`src/rtl/wh_output_arbiter.sv`:
```
// Wormhole output-port arbiter: round-robin selection among head flits, then holds the
// output for the winning input until its tail flit passes. Counts completed packets and
// flags a head flit that arrives on an input already holding the output.
module wh_output_arbiter #(
  parameter int N_OF_INPUTS = 4
) (
  input  logic                   clk,
  input  logic                   rst,
  input  logic [N_OF_INPUTS-1:0] req_i,
  input  logic [N_OF_INPUTS-1:0] head_i,
  input  logic [N_OF_INPUTS-1:0] tail_i,
  input  logic                   out_ready_i,
  output logic [N_OF_INPUTS-1:0] grant_o,
  output logic                   out_valid_o,
  output logic                   busy_o,
  output logic [15:0]            pkt_cnt_o,
  output logic                   err_o
);

  localparam int PW = (N_OF_INPUTS > 1) ? $clog2(N_OF_INPUTS) : 1;

  localparam logic ST_IDLE   = 1'b0;
  localparam logic ST_LOCKED = 1'b1;

  logic          state_q, state_d;
  logic [PW-1:0] rr_ptr_q, rr_ptr_d;
  logic [PW-1:0] lock_q, lock_d;
  logic [15:0]   pkt_cnt_q, pkt_cnt_d;
  logic          err_q, err_d;

  logic [N_OF_INPUTS-1:0] eligible;
  logic [PW-1:0]          winner;
  logic                   found;
  logic                   transfer;

  // Round-robin search for the first head-flit request at or above rr_ptr, wrapping to 0.
  always_comb begin
    int            start;
    int            idx;
    logic [PW-1:0] cand;
    eligible = req_i & head_i;
    winner   = '0;
    found    = 1'b0;
    start    = (int'(rr_ptr_q) >= N_OF_INPUTS) ? 0 : int'(rr_ptr_q);
    idx      = 0;
    cand     = '0;
    for (int k = 0; k < N_OF_INPUTS; k++) begin
      idx = start + k;
      if (idx >= N_OF_INPUTS) idx = idx - N_OF_INPUTS;
      cand = PW'(idx);
      if (!found && eligible[cand]) begin
        found  = 1'b1;
        winner = cand;
      end
    end
  end

  // Grant: locked input while a packet is open, else the round-robin winner; none in reset.
  always_comb begin
    grant_o = '0;
    if (!rst) begin
      if (state_q == ST_LOCKED) begin
        grant_o[lock_q] = 1'b1;
      end else if (found) begin
        grant_o[winner] = 1'b1;
      end
    end
  end

  assign out_valid_o = |(grant_o & req_i);
  assign transfer    = out_valid_o & out_ready_i;
  assign busy_o      = (state_q == ST_LOCKED);
  assign pkt_cnt_o   = pkt_cnt_q;
  assign err_o       = err_q;

  // Next-state: advance pointer / open lock on a head transfer, close lock on a tail.
  always_comb begin
    state_d   = state_q;
    rr_ptr_d  = rr_ptr_q;
    lock_d    = lock_q;
    pkt_cnt_d = pkt_cnt_q;
    err_d     = err_q;
    if (state_q == ST_IDLE) begin
      if (transfer) begin
        rr_ptr_d = (int'(winner) == N_OF_INPUTS - 1) ? '0 : winner + 1'b1;
        if (tail_i[winner]) begin
          pkt_cnt_d = pkt_cnt_q + 16'd1;
        end else begin
          lock_d  = winner;
          state_d = ST_LOCKED;
        end
      end
    end else begin
      if (transfer) begin
        // A head on the locked input means the previous packet lost its tail.
        if (head_i[lock_q]) err_d = 1'b1;
        if (tail_i[lock_q]) begin
          state_d   = ST_IDLE;
          pkt_cnt_d = pkt_cnt_q + 16'd1;
        end
      end
    end
  end

  // State registers with synchronous reset.
  always_ff @(posedge clk) begin
    if (rst) begin
      state_q   <= ST_IDLE;
      rr_ptr_q  <= '0;
      lock_q    <= '0;
      pkt_cnt_q <= '0;
      err_q     <= 1'b0;
    end else begin
      state_q   <= state_d;
      rr_ptr_q  <= rr_ptr_d;
      lock_q    <= lock_d;
      pkt_cnt_q <= pkt_cnt_d;
      err_q     <= err_d;
    end
  end

endmodule

```
`config.mk`:
```
export PLATFORM = sky130hd
export DESIGN_NAME = wh_output_arbiter
export DESIGN_NICKNAME = d
export VERILOG_FILES = /design/src/rtl/wh_output_arbiter.sv
export SDC_FILE = /design/constraint.sdc
export NUM_CORES = 1
export LEC_CHECK = 0
export BUFFER_PORTS_ARGS = -buffer_cell sky130_fd_sc_hd__buf_2
export CAP_MARGIN = 20
export CORE_MARGIN = 5
export CORE_UTILIZATION = 45
export DETAILED_ROUTE_END_ITERATION = 16
export HOLD_SLACK_MARGIN = 0.15
export PLACE_DENSITY = 0.69
export SLEW_MARGIN = 5
export SYNTH_ARGS = -nofsm -noshare
export SYNTH_HDL_FRONTEND = slang
export SYNTH_SLANG_ARGS = --single-unit
```
`constraint.sdc`:
```
create_clock -name clk -period 3 [get_ports clk]
set_input_delay 0.15 -clock clk [delete_from_list [all_inputs] [get_ports clk]]
set_output_delay 0.15 -clock clk [all_outputs]
set_load 0.05 [all_outputs]
```
== Yosys cells after proc, flatten, opt, wreduce, memory -nomap -nowiden ==
Index checks and enable logic that the tools add are counted.
Cells by class
  add/sub/neg operators: 9
  order comparisons: 12
  eq/ne operators: 2
  muxes and demuxes: 44
  bitwise operators: 5
  reductions and logical operators: 14
Operators with widths (count)
  two-way mux 16 bit: 5
  < comparator 2 x 3 -> 1 bit (second input constant): 6
  two-way mux 1 bit: 18
  two-way mux 2 bit: 9
  adder 16 x 1 -> 16 bit (second input constant): 1
  binary-select mux 1 bit (select 2 bit): 7
  two-way mux 4 bit: 3
  greater-or-equal comparator 3 bit (second input constant): 3
  AND reduction 3 bit: 3
  AND 4 bit: 2
  subtractor 2 x 1 -> 2 bit (second input constant): 4
  adder 2 x 2 -> 3 bit (second input constant): 2
  logical AND 1 bit: 5
  demux 1 bit (select 2 bit): 2
  greater-or-equal comparator 2 x 1 -> 1 bit (second input constant): 2
  OR reduction 4 bit: 1
  adder 2 x 1 -> 3 bit (second input constant): 1
  greater-or-equal comparator 2 x 3 -> 1 bit (second input constant): 1
  zero test 1 bit: 3
  adder 2 x 1 -> 2 bit (second input constant): 1
  == test 2 x 1 -> 1 bit (second input constant): 1
  != test 2 x 1 -> 1 bit (second input constant): 1
  NOT 1 bit: 2
  AND reduction 2 bit: 1
  2 further kinds: 2
Word-level totals
  register bits after elaboration: 22
  bits of input ports: 15
  output and inout bits: 23
  word-level logic and storage cells: 91

== Longest topological paths before layout ==
  word-level depth: 26
  depth in mapped cells: 13
  depth with buffers taken out: 12

== Worst setup path before layout ==
Ideal clock, no wire load.
  kind: register to register
  from: register rr_ptr_q[0]
  to: register pkt_cnt_q[13] (netlist: pkt_cnt_o[13])
  library setup time: 0.070 ns
  arrival time: 2.677 ns
  data required time: 2.930 ns
  setup slack: 0.252 ns
  stages on the path, launching flop included: 12
  path buffers: 1
  period minus slack after synthesis: 2.748 ns
  cells stage by stage: dfxtp_1 -> and3b_1 -> or2_2 -> o22ai_1 -> ha_1 -> a22oi_1 -> a221oi_4 -> a31o_4 -> nand3_1 -> buf_2 -> or4_1 -> a21oi_1
On the way
  longest elaborated chain between the ends: 25
  elaborated cells between the ends (all ways): 52
  classes of those cells: add/sub (7); order compare (6); mux (27); bitwise (2); reduce/logical (10)
RTL lines
  start, declared: RTL line 26  | logic [PW-1:0] rr_ptr_q, rr_ptr_d;
  start signal, assigned: RTL line 115  | rr_ptr_q <= rr_ptr_d;
  branches (longest 13 deep; another with adder 2 x 1 -> 3 bit)
  two-way mux 2 bit (*): RTL line 51  | if (!found && eligible[cand]) begin
  named net winner[0]: RTL line 32  | logic [PW-1:0] winner;
  < comparator 2 x 3 -> 1 bit (not written as such) / greater-or-equal comparator 2 x 1 -> 1 bit (equally long branches): RTL line 65  | grant_o[winner] = 1'b1;
  logical AND 1 bit (not written as such): RTL line 65
  two-way mux 1 bit (not written as such): RTL line 65
  demux 1 bit (select 2 bit): RTL line 65
  two-way mux 4 bit: RTL line 64  | end else if (found) begin
  two-way mux 4 bit: RTL line 62  | if (state_q == ST_LOCKED) begin
  two-way mux 4 bit: RTL line 61  | if (!rst) begin
  AND 4 bit: RTL line 70  | assign out_valid_o = |(grant_o & req_i);
  OR reduction 4 bit: RTL line 70
  AND 1 bit: RTL line 71  | assign transfer = out_valid_o & out_ready_i;
  AND reduction 3 bit (no source line) (*)
  end signal, assigned: RTL line 117  | pkt_cnt_q <= pkt_cnt_d;
  end, declared: RTL line 28  | logic [15:0] pkt_cnt_q, pkt_cnt_d;
Mark *: on every way through the listed nets, which the timed path passes. The select of a mux whose other input is x is not followed.
A chain may end at the register's enable or synchronous reset.

== Worst setup path in the final report ==
  from: register rr_ptr_q[0]
  to: register pkt_cnt_q[8] (netlist: pkt_cnt_o[8])
Same word-level chain as after synthesis.

==> flow_summary.yaml <==
outcome:
  status: "complete, no violations"
timing:
  setup-violations-final: 0
  period_needed_ps: 2880
  final-hold-violation-count: 0
  tns_ps: 0
  skew_ps: 6.35
  clock.fmax_mhz: 348
  worst_pin_slew_ps: 513
  timing.final.ws_setup_ps: 124
  fin_crit_sh: 0.959
  report.final.slew_viol_count: 0
  relSlewSlack: 0.658
floorplan:
  placementRows: 21
  die_h_um: 68.4
  core_region_area_sq_um: 3310
  dieArea_sq_um: 4670
  start_util: 0.463
  io_pins: 38
  die_w_um: 68.4
synthesis:
  synthAdderAreaFrac: 0.0408
  ys_ff_latch: 22
  yosysWarnings: 0
  synth_edf_count: 0
  netlist_area_sq_um: 1530
  syn_avg_cell_area_sq_um: 8.66
  ys_seq_area_frac: 0.287
  synth_top_family_by_area: "compound AO/OA/AOI/OAI gates"
  synth_largest_area_cell: "dfxtp_1"
  async_flop_share: 0
  synth_area_leaders: "dfxtp_1, a21oi_1, or4_1, o31ai_1, mux4_2"
  synth_most_common_cell: "dfxtp_1"
  synth_xor_area_frac: 0.00571
  syn_inst: 177
  postSynthNetCount: 197
  yosys.area_share.simple: 0.254
  synth_top_area_frac: 0.287
  ys_types: 51
  yosys-mux-area-fraction: 0.0767
  ys.flop_type: "dfxtp_1"
  synth_compound_area_frac: 0.283
  synthTopCellsByCount: "dfxtp_1, a21oi_1, nor2_1"
critical_path:
  crit_required_ps: 3250
  endpoint_kind: "flop"
  critPathMaxStageDelay_ps: 550
  r2r-start: "rr_ptr_q[0]"
  slowest_stage: "or4_1"
  cp-start-kind: "flop"
  crit_start: "rr_ptr_q[0]"
  path_cells: "and3b_1 > or2_2 > o22ai_4 > ha_1 > a22oi_2 > a221oi_1 > a21oi_1 > nand3b_1 > or4_1 > a21oi_1"
  critPathMaxFanout: 9
  crit_buf_inv: 0
  critical_path_class: "reg2reg"
  worst_ep_arrival_time_ps: 3130
  path_common_cell: "a21oi_1"
  critPathTopFamily: "simple AND/OR/NAND/NOR gates"
cts:
  cts_tree: "built"
  cts_inserted_buffers: 3
  clkTransAtPathRegs_ps: 140
  cts_sinks: 22
  clk_latency_ps: 310
  cts.path.max_buffers: 2
  cts_hold_buf: 0
  root_buffer: "clkbuf_4"
  htree_levels: 1
power_and_ir_drop:
  p_leak_nw: 0.753
  ir_drop_uv: 195
  finalPower_mw: 0.727
  powerDensity_nw_per_um2: 384
route:
  viasPerCell: 6.05
  ant_nets: 0
  drt_iter0_markers: 76
  vias: 1603
  post-route-drc-count: 0
  drt_first_pass_iters: 7
  wirelength_mm: 4.18
  wl_per_cell_um: 15.8
finish:
  drive_gt1_frac: 0.320
  nNetsFinal: 240
  antenna_cells: 0
  area_growth_pct: 23.4
  final_util: 0.571
place:
  dp_hpwl_mm: 3.04
  gp_congestion: 0.861
  port_buffers: 37
  place_worst_setup_slack_ps: 0.111
flow_run:
  cap_violations: 0
worst_hold_path:
  worst_hold_path_type: "in2reg"
  hp-start: "rst"
global_route:
  overflow: 0
  grt_first_pass_wirelength_mm: 6.61
  antenna_found_initial: 0
  grt_usage: 0.182
  grt_pass1_vias: 1451
  grt_max_degree: 29
flip-flops by register name, indices dropped and copies added, names as in the netlist:
| register | count |
|---|---|
| lock_q | 2 |
| err_o | 1 |
| rr_ptr_q | 2 |
| busy_o | 1 |
| pkt_cnt_o | 16 |
routing by layer:
layer	GRT usage	vias up	share of wire
met5	0	-	0
met4	0.0596	0	0.011
met3	0.0345	6	0.059
met2	0.300	65	0.49
met1	0.238	761	0.44
li1	-	771	-
cells in the final DEF (no fill, tap or decap), types with 3 or more instances in the layout:
cell type,instances
and3_1,3
clkbuf_4,4
or4_1,12
mux4_2,3
a21oi_1,18
inv_1,5
nor2_1,15
nand2_1,13
buf_2,36
buf_4,11
nand4_1,3
o31ai_1,11
dfxtp_1,21
ha_1,5
nand3_1,5
mux2i_1,5
cell type report:
type                    instances  area, sq um
fillers                       313         1420
multi-input cells             140         1050
flip-flops and latches         22          442
repair buffers                 48          270
well taps                      46         57.6
clock inverters                 1         30.0
clock buffers                   3         22.5
inverters                       5         18.8
worst min-delay path: cells and delay by family:
kind,cells,cell delay [ps]
buffers and inverters,2,360
AOI/OAI and AO/OA,1,60
where the power goes:
part,switching [mW],internal [mW]
Sequential,0.00460,0.295
Clock,0.100,0.135
Combinational,0.121,0.0706
Total,0.226,0.501
through the flow:
stage                     std cells  instance area (sq um)  hold slack (ps)
final                           265                   1890              301
after detailed placement        256                   1760              490
after global placement          256                   1760              477
after CTS                       260                   1830              291
after floorplan                 177                   1530              401
after global routing            265                   1890              299
timing repair:
action,in CTS,in global routing
setup endpoints to repair,4,10
resized for setup,3,7
cloned,0,0
pin swaps,0,2
setup buffers,0,5
worst paths after layout:
| path | endpoint | slack, ps | depth (start not counted) |
|---|---|---|---|
| worst max register to register | pkt_cnt_o[8] | 120 | 10 |
| worst max-delay path | pkt_cnt_o[8] | 120 | 10 |
| worst min register to register | pkt_cnt_o[15] | 500 | 2 |
| worst min-delay path | pkt_cnt_o[13] | 300 | 3 |
kinds of logic after synthesis:
kind of cell    count (synthesis)
compound gates                 56
xor+xnor                        1
fa+ha+maj                       5
buf+inv                        15
flops                          22
mux                             8
simple gates                   70
No activity file was read; power rests on OpenSTA's default activity.
